$ cat src/rtl/cache_types.sv
// Shared types and constants for the 2-way set-associative cache controller.
package cache_types;

  typedef enum logic [1:0] {
    IDLE      = 2'd0,
    WRITEBACK = 2'd1,
    ALLOCATE  = 2'd2
  } cache_state_t;

  typedef logic way_t;

  localparam way_t WAY_LEFT  = 1'b0;
  localparam way_t WAY_RIGHT = 1'b1;

  localparam logic DATA_SEL_CPU  = 1'b0;
  localparam logic DATA_SEL_PMEM = 1'b1;

endpackage

$ cat src/rtl/cache_perf_counter.sv
// Saturating event counter; holds at all-ones instead of wrapping.
module cache_perf_counter #(
  parameter int CNT_WIDTH = 32
) (
  input  logic                 clk,
  input  logic                 rst,
  input  logic                 inc,
  output logic [CNT_WIDTH-1:0] count
);

  logic [CNT_WIDTH-1:0] count_d, count_q;

  always_comb begin
    count_d = count_q;
    if (inc && (count_q != '1)) count_d = count_q + CNT_WIDTH'(1);
  end

  always_ff @(posedge clk) begin
    if (rst) count_q <= '0;
    else     count_q <= count_d;
  end

  // Held at zero during reset so every controller output reads 0 while rst is high.
  assign count = rst ? '0 : count_q;

endmodule

$ cat src/rtl/cache_control.sv
// Control FSM for the 2-way write-back, write-allocate cache.
// Optional performance counters are enabled with the CACHE_PERF_CNT_EN macro.
module cache_control
  import cache_types::*;
#(
  parameter int CNT_WIDTH = 32
) (
  input  logic clk,
  input  logic rst,
  input  logic mem_read,
  input  logic mem_write,
  output logic mem_resp,
  input  logic hit_left,
  input  logic hit_right,
  input  logic dirty_left,
  input  logic dirty_right,
  input  logic lru_out,
  input  logic pmem_resp,
  output logic pmem_read,
  output logic pmem_write,
  output logic pmem_addr_sel,
  output logic wb_way,
  output logic data_sel,
  output logic load_data_left,
  output logic load_data_right,
  output logic load_tag_left,
  output logic load_tag_right,
  output logic load_valid_left,
  output logic load_valid_right,
  output logic load_dirty_left,
  output logic load_dirty_right,
  output logic dirty_in,
  output logic load_lru,
  output logic lru_in
`ifdef CACHE_PERF_CNT_EN
  ,
  output logic [CNT_WIDTH-1:0] hit_count,
  output logic [CNT_WIDTH-1:0] miss_count,
  output logic [CNT_WIDTH-1:0] wb_count
`endif
);

  if (CNT_WIDTH < 1) begin : g_bad_width
    $error("CNT_WIDTH must be at least 1");
  end

  cache_state_t state_d, state_q;
  way_t         victim_way_d, victim_way_q;
  logic         req, hit;
  way_t         hit_way;

  assign req     = mem_read | mem_write;
  assign hit     = hit_left | hit_right;
  assign hit_way = hit_left ? WAY_LEFT : WAY_RIGHT;

  always_comb begin
    // NOTE: every output and next-state gets a default first so no latch is inferred.
    state_d          = state_q;
    victim_way_d     = victim_way_q;
    mem_resp         = 1'b0;
    pmem_read        = 1'b0;
    pmem_write       = 1'b0;
    pmem_addr_sel    = 1'b0;
    wb_way           = WAY_LEFT;
    data_sel         = DATA_SEL_CPU;
    load_data_left   = 1'b0;
    load_data_right  = 1'b0;
    load_tag_left    = 1'b0;
    load_tag_right   = 1'b0;
    load_valid_left  = 1'b0;
    load_valid_right = 1'b0;
    load_dirty_left  = 1'b0;
    load_dirty_right = 1'b0;
    dirty_in         = 1'b0;
    load_lru         = 1'b0;
    lru_in           = 1'b0;

    if (!rst) begin
      unique case (state_q)
        IDLE: begin
          if (req && hit) begin
            mem_resp = 1'b1;
            load_lru = 1'b1;
            lru_in   = ~hit_way;
            if (mem_write) begin
              dirty_in = 1'b1;
              data_sel = DATA_SEL_CPU;
              if (hit_way == WAY_LEFT) begin
                load_data_left  = 1'b1;
                load_dirty_left = 1'b1;
              end else begin
                load_data_right  = 1'b1;
                load_dirty_right = 1'b1;
              end
            end
          end else if (req) begin
            victim_way_d = lru_out;
            state_d      = (lru_out ? dirty_right : dirty_left) ? WRITEBACK : ALLOCATE;
          end
        end
        WRITEBACK: begin
          pmem_write    = 1'b1;
          pmem_addr_sel = 1'b1;
          wb_way        = victim_way_q;
          if (pmem_resp) state_d = ALLOCATE;
        end
        ALLOCATE: begin
          pmem_read = 1'b1;
          if (pmem_resp) begin
            // The line fill lands in the way chosen at miss time, not the live LRU.
            data_sel = DATA_SEL_PMEM;
            dirty_in = 1'b0;
            if (victim_way_q == WAY_LEFT) begin
              load_data_left  = 1'b1;
              load_tag_left   = 1'b1;
              load_valid_left = 1'b1;
              load_dirty_left = 1'b1;
            end else begin
              load_data_right  = 1'b1;
              load_tag_right   = 1'b1;
              load_valid_right = 1'b1;
              load_dirty_right = 1'b1;
            end
            state_d = IDLE;
          end
        end
        default: state_d = IDLE;
      endcase
    end
  end

  // NOTE: sequential state uses non-blocking assignments; combinational logic above uses blocking.
  always_ff @(posedge clk) begin
    if (rst) begin
      state_q      <= IDLE;
      victim_way_q <= WAY_LEFT;
    end else begin
      state_q      <= state_d;
      victim_way_q <= victim_way_d;
    end
  end

`ifdef CACHE_PERF_CNT_EN
  logic miss_inc, wb_inc;

  assign miss_inc = !rst && (state_q == IDLE) && req && !hit;
  assign wb_inc   = !rst && (state_q == WRITEBACK) && pmem_resp;

  cache_perf_counter #(.CNT_WIDTH(CNT_WIDTH)) u_hit_cnt (
    .clk(clk), .rst(rst), .inc(mem_resp), .count(hit_count)
  );
  cache_perf_counter #(.CNT_WIDTH(CNT_WIDTH)) u_miss_cnt (
    .clk(clk), .rst(rst), .inc(miss_inc), .count(miss_count)
  );
  cache_perf_counter #(.CNT_WIDTH(CNT_WIDTH)) u_wb_cnt (
    .clk(clk), .rst(rst), .inc(wb_inc), .count(wb_count)
  );
`endif

endmodule

$ cat config.mk
export PLATFORM = sky130hd
export DESIGN_NAME = cache_control
export DESIGN_NICKNAME = d
export VERILOG_FILES = /design/src/rtl/cache_types.sv /design/src/rtl/cache_perf_counter.sv /design/src/rtl/cache_control.sv
export SDC_FILE = /design/constraint.sdc
export NUM_CORES = 1
export LEC_CHECK = 0
export BUFFER_PORTS_ARGS = -buffer_cell sky130_fd_sc_hd__buf_2
export CORE_AREA = 2 2 39 41
export DETAILED_ROUTE_END_ITERATION = 6
export DIE_AREA = 0 0 41 43
export REMOVE_ABC_BUFFERS = 1
export SETUP_SLACK_MARGIN = 0.5
export SLEW_MARGIN = 40
export SYNTH_ARGS = -nofsm -noshare
export SYNTH_HDL_FRONTEND = slang
export SYNTH_SLANG_ARGS = --single-unit
$ cat constraint.sdc
create_clock -name clk -period 3.7 [get_ports clk]
set_input_delay 0.925 -clock clk [delete_from_list [all_inputs] [get_ports clk]]
set_output_delay 0.925 -clock clk [all_outputs]
set_load 0.02 [all_outputs]
==> results.py <==
metrics = {
    "yosys": {
        "synth.top_cells.by_area": "dfxtp_1, buf_4, and2_1",
        "synth_edf_count": 0,
        "synth_simple_gate_area_share_pct": 54.7,
        "synth-main-ff-cell": "dfxtp_1",
        "sequential_fraction_of_the_synthesis_area_pct": 16.0,
        "yosysUniqueCellTypes": 29,
        "synthAdderAreaFrac_pct": 0,
        "yosys.area_share.xor_xnor_pct": 0,
        "share_of_the_synthesized_area_in_compound_gates_ao_oa_aoi_oai_pct": 8.67,
        "yosys.area.top_type_share_pct": 16.0,
        "asyncSetResetFlopFracSynth_pct": 0,
        "syn-instance-count": 43,
        "yosys_warnings": 0,
        "main_combinational_cell_family_by_area_after_synthesis": "simple AND/OR/NAND/NOR gates",
        "post-synth-top-area-cell": "dfxtp_1",
        "synth_mux_area_share_pct": 5.67,
        "synth.ff_latch_count": 3,
        "mappedNetlistArea_um2": 375,
        "synthesis.area_per_instance_um2": 8.73,
    },
    "detailed_routing": {
        "drt-pass1-iter-count": 1,
        "routed-wl-met3_um": 70,
        "wire_per_inst_um": 9.32,
        "wl_met2_um": 358,
        "drc": 0,
        "m1WireLength_um": 335,
        "avgViaCountPerCell": 4.48,
        "vias": 367,
        "postRouteAntennaNets": 0,
        "dr.max_layer_used": "met3",
        "drtIter0Drc": 0,
        "detail_route.wirelength_um": 764,
    },
    "sta": {
        "timing.final.max_slew_violations": 0,
        "tightestPinTransition_ns": 0.425,
        "hold_violations": 0,
        "finalSetupViolCount": 0,
        "slew-limit-headroom_pct": 71.6,
        "fin_skew_ns": 0.00497,
        "rsz0062_at_grt": "no",
        "post-route-worst-setup-slack_ns": 1.05,
        "max_freq_mhz": 377,
        "period_share_pct": 71.7,
        "period_needed_ns": 2.65,
        "setup_total_neg_slack_ns": 0,
    },
    "clock_tree": {
        "postCtsSetupBuffers": 0,
        "cts_max_level": 1,
        "cts_tree": "built",
        "cts_buffer_count": 3,
        "worst_skew_pair.late_latency_ns": 0.23,
        "clk_pin_slew_worst_paths_ns": 0.03,
        "cts_max_path_buffers": 2,
        "postCtsHoldBufs": 0,
        "cts_num_sinks": 3,
        "cts-root-buf": "clkbuf_4",
        "ctsResizeCount": 0,
    },
    "worst_setup_path": {
        "reg_to_reg_critical_path_startpoint": "state_q[1]",
        "crit_path_start_kind": "primary input",
        "crit_fanout": 8,
        "timing.reg2reg.worst_path_depth": 3,
        "reg2reg_to": "state_q[1]",
        "timing.critical_path.from": "rst",
        "worstPathRequired_ns": 2.77,
        "capturing_element_of_the_worst_setup_path": "load_tag_left",
        "crit_arrival_ns": 1.73,
        "r2r_slack_ns": 2.55,
        "critical_path_endpoint_category": "output port",
        "setup.worst_path.class": "in -> out",
    },
    "power": {
        "p_comb_share_pct": 28.5,
        "power.static_leakage_nw": 0.260,
        "intPower_w": 0.0000919,
        "worst_ir_drop_vdd_mv": 0.0991,
        "clock_power_share_pct": 43.1,
        "switchingPower_w": 0.0000420,
        "pwr_total_w": 0.000134,
        "netSwitchingFraction_pct": 31.4,
        "seq_power_share_pct": 28.4,
        "powerDensity_mw_per_mm2": 270,
    },
    "final_layout": {
        "antenna_cells": 0,
        "final_core_density_pct": 35.8,
        "final_layout_size_suffix_gt1_share_pct": 59.1,
        "syn_to_final_growth_pct": 32.0,
        "layout.cells.non_filler": 82,
        "nNetsFinal": 77,
    },
    "status": {
        "run_status": "complete, no violations",
    },
    "placed_design": {
        "placedCellCount": 78,
        "place.port_buffers": 26,
        "gp_routability_congestion": 0.689,
        "hpwlAfterDp_um": 618,
        "pre_cts_ws_ns": 1.02,
    },
    "global_route": {
        "via_count_of_the_first_global_routing_pass": 308,
        "global_route_wire_length_before_repair_um": 1160,
        "grt_antenna_before_repair": 0,
        "pin_count_of_the_biggest_net_entering_global_routing": 13,
        "gr-usage-all-layers_pct": 9.83,
        "globalRoute.totalOverflow": 0,
    },
    "floorplanning": {
        "die_y_um": 43,
        "start_util_pct": 27.1,
        "area_of_the_die_mm2": 0.00176,
        "boundaryPins": 27,
        "die_width_um": 41,
        "coreArea_mm2": 0.00138,
        "floorplan.rows": 14,
    },
    "flow_run": {
        "count_of_max_cap_constraint_violations": 0,
    },
    "min_path": {
        "timing.hold.worst_path_depth": 2,
        "worstHoldPathType": "reg -> reg",
    },
}
-- power groups by stage --
| stage | clock network, W | logic, W | registers [W] |
|---|---|---|---|
| after floorplan | 0 | 0.0000241 | 0.0000375 |
| after global placement | 0 | 0.0000385 | 0.0000383 |
| after detailed placement | 0 | 0.0000389 | 0.0000384 |
| after CTS | 0.0000616 | 0.0000389 | 0.0000379 |
| after global routing | 0.0000635 | 0.0000422 | 0.0000384 |
| final | 0.0000577 | 0.0000382 | 0.0000380 |
-- synth_stat cells (all sizes together) (2+ instances only) --
cell type  instances
buf                7
nand2b             2
nor3b              2
dfxtp              3
nor2               3
o21ai              2
and3b              2
and2               5
and3               2
-- layout make-up --
type                    count  area [um2]
multi-input cells          33         259
well taps                  16        20.0
repair buffers             26         130
fillers                   162         888
flip-flops and latches      3        60.1
clock buffers               4        26.3
-- how the worst min path moves through the flow --
stage,endpoint,from
final,victim_way_q,victim_way_q
after global routing,victim_way_q,victim_way_q
after CTS,victim_way_q,victim_way_q
after detailed placement,victim_way_q,victim_way_q
after global placement,victim_way_q,victim_way_q
after floorplan,victim_way_q,victim_way_q
-- logic make-up after synthesis --
kind of cell | Yosys count
buf+inv | 7
mux | 2
compound gates | 5
flops | 3
simple gates | 26
-- cell usage in the layout (no fill, tap or decap), types with 2 or more instances in the layout --
cell type,count
clkbuf_4,3
nand2b_1,2
and3b_1,2
dfxtp_1,3
and2_1,4
buf_2,26
nor2_1,2
o21ai_0,2
-- sequential cells by signal, indices dropped and copies added (netlist names) --
| register | cells |
|---|---|
| state_q | 2 |
| victim_way_q | 1 |
-- critical path, cell delays in order --
cell	delay, ns
buf_2	0.15
nor2_2	0.13
and3_4	0.20
nor2b_1	0.14
buf_2	0.18
-- per-layer routing --
| metal | vias up | global-route usage, % |
|---|---|---|
| met5 | - | 0 |
| met4 | 0 | 10.0 |
| met3 | 0 | 1.57 |
| met2 | 16 | 15.0 |
| met1 | 159 | 10.3 |
| li1 | 192 | - |
-- stage by stage --
stage | hold slack (ns) | cell area (um2)
CTS | 0.555 | 495
global placement | 0.541 | 469
finish | 0.548 | 495
detailed placement | 0.550 | 469
floorplan | 0.485 | 319
global route | 0.600 | 495
Note: power is estimated with default switching activity, not from simulation.
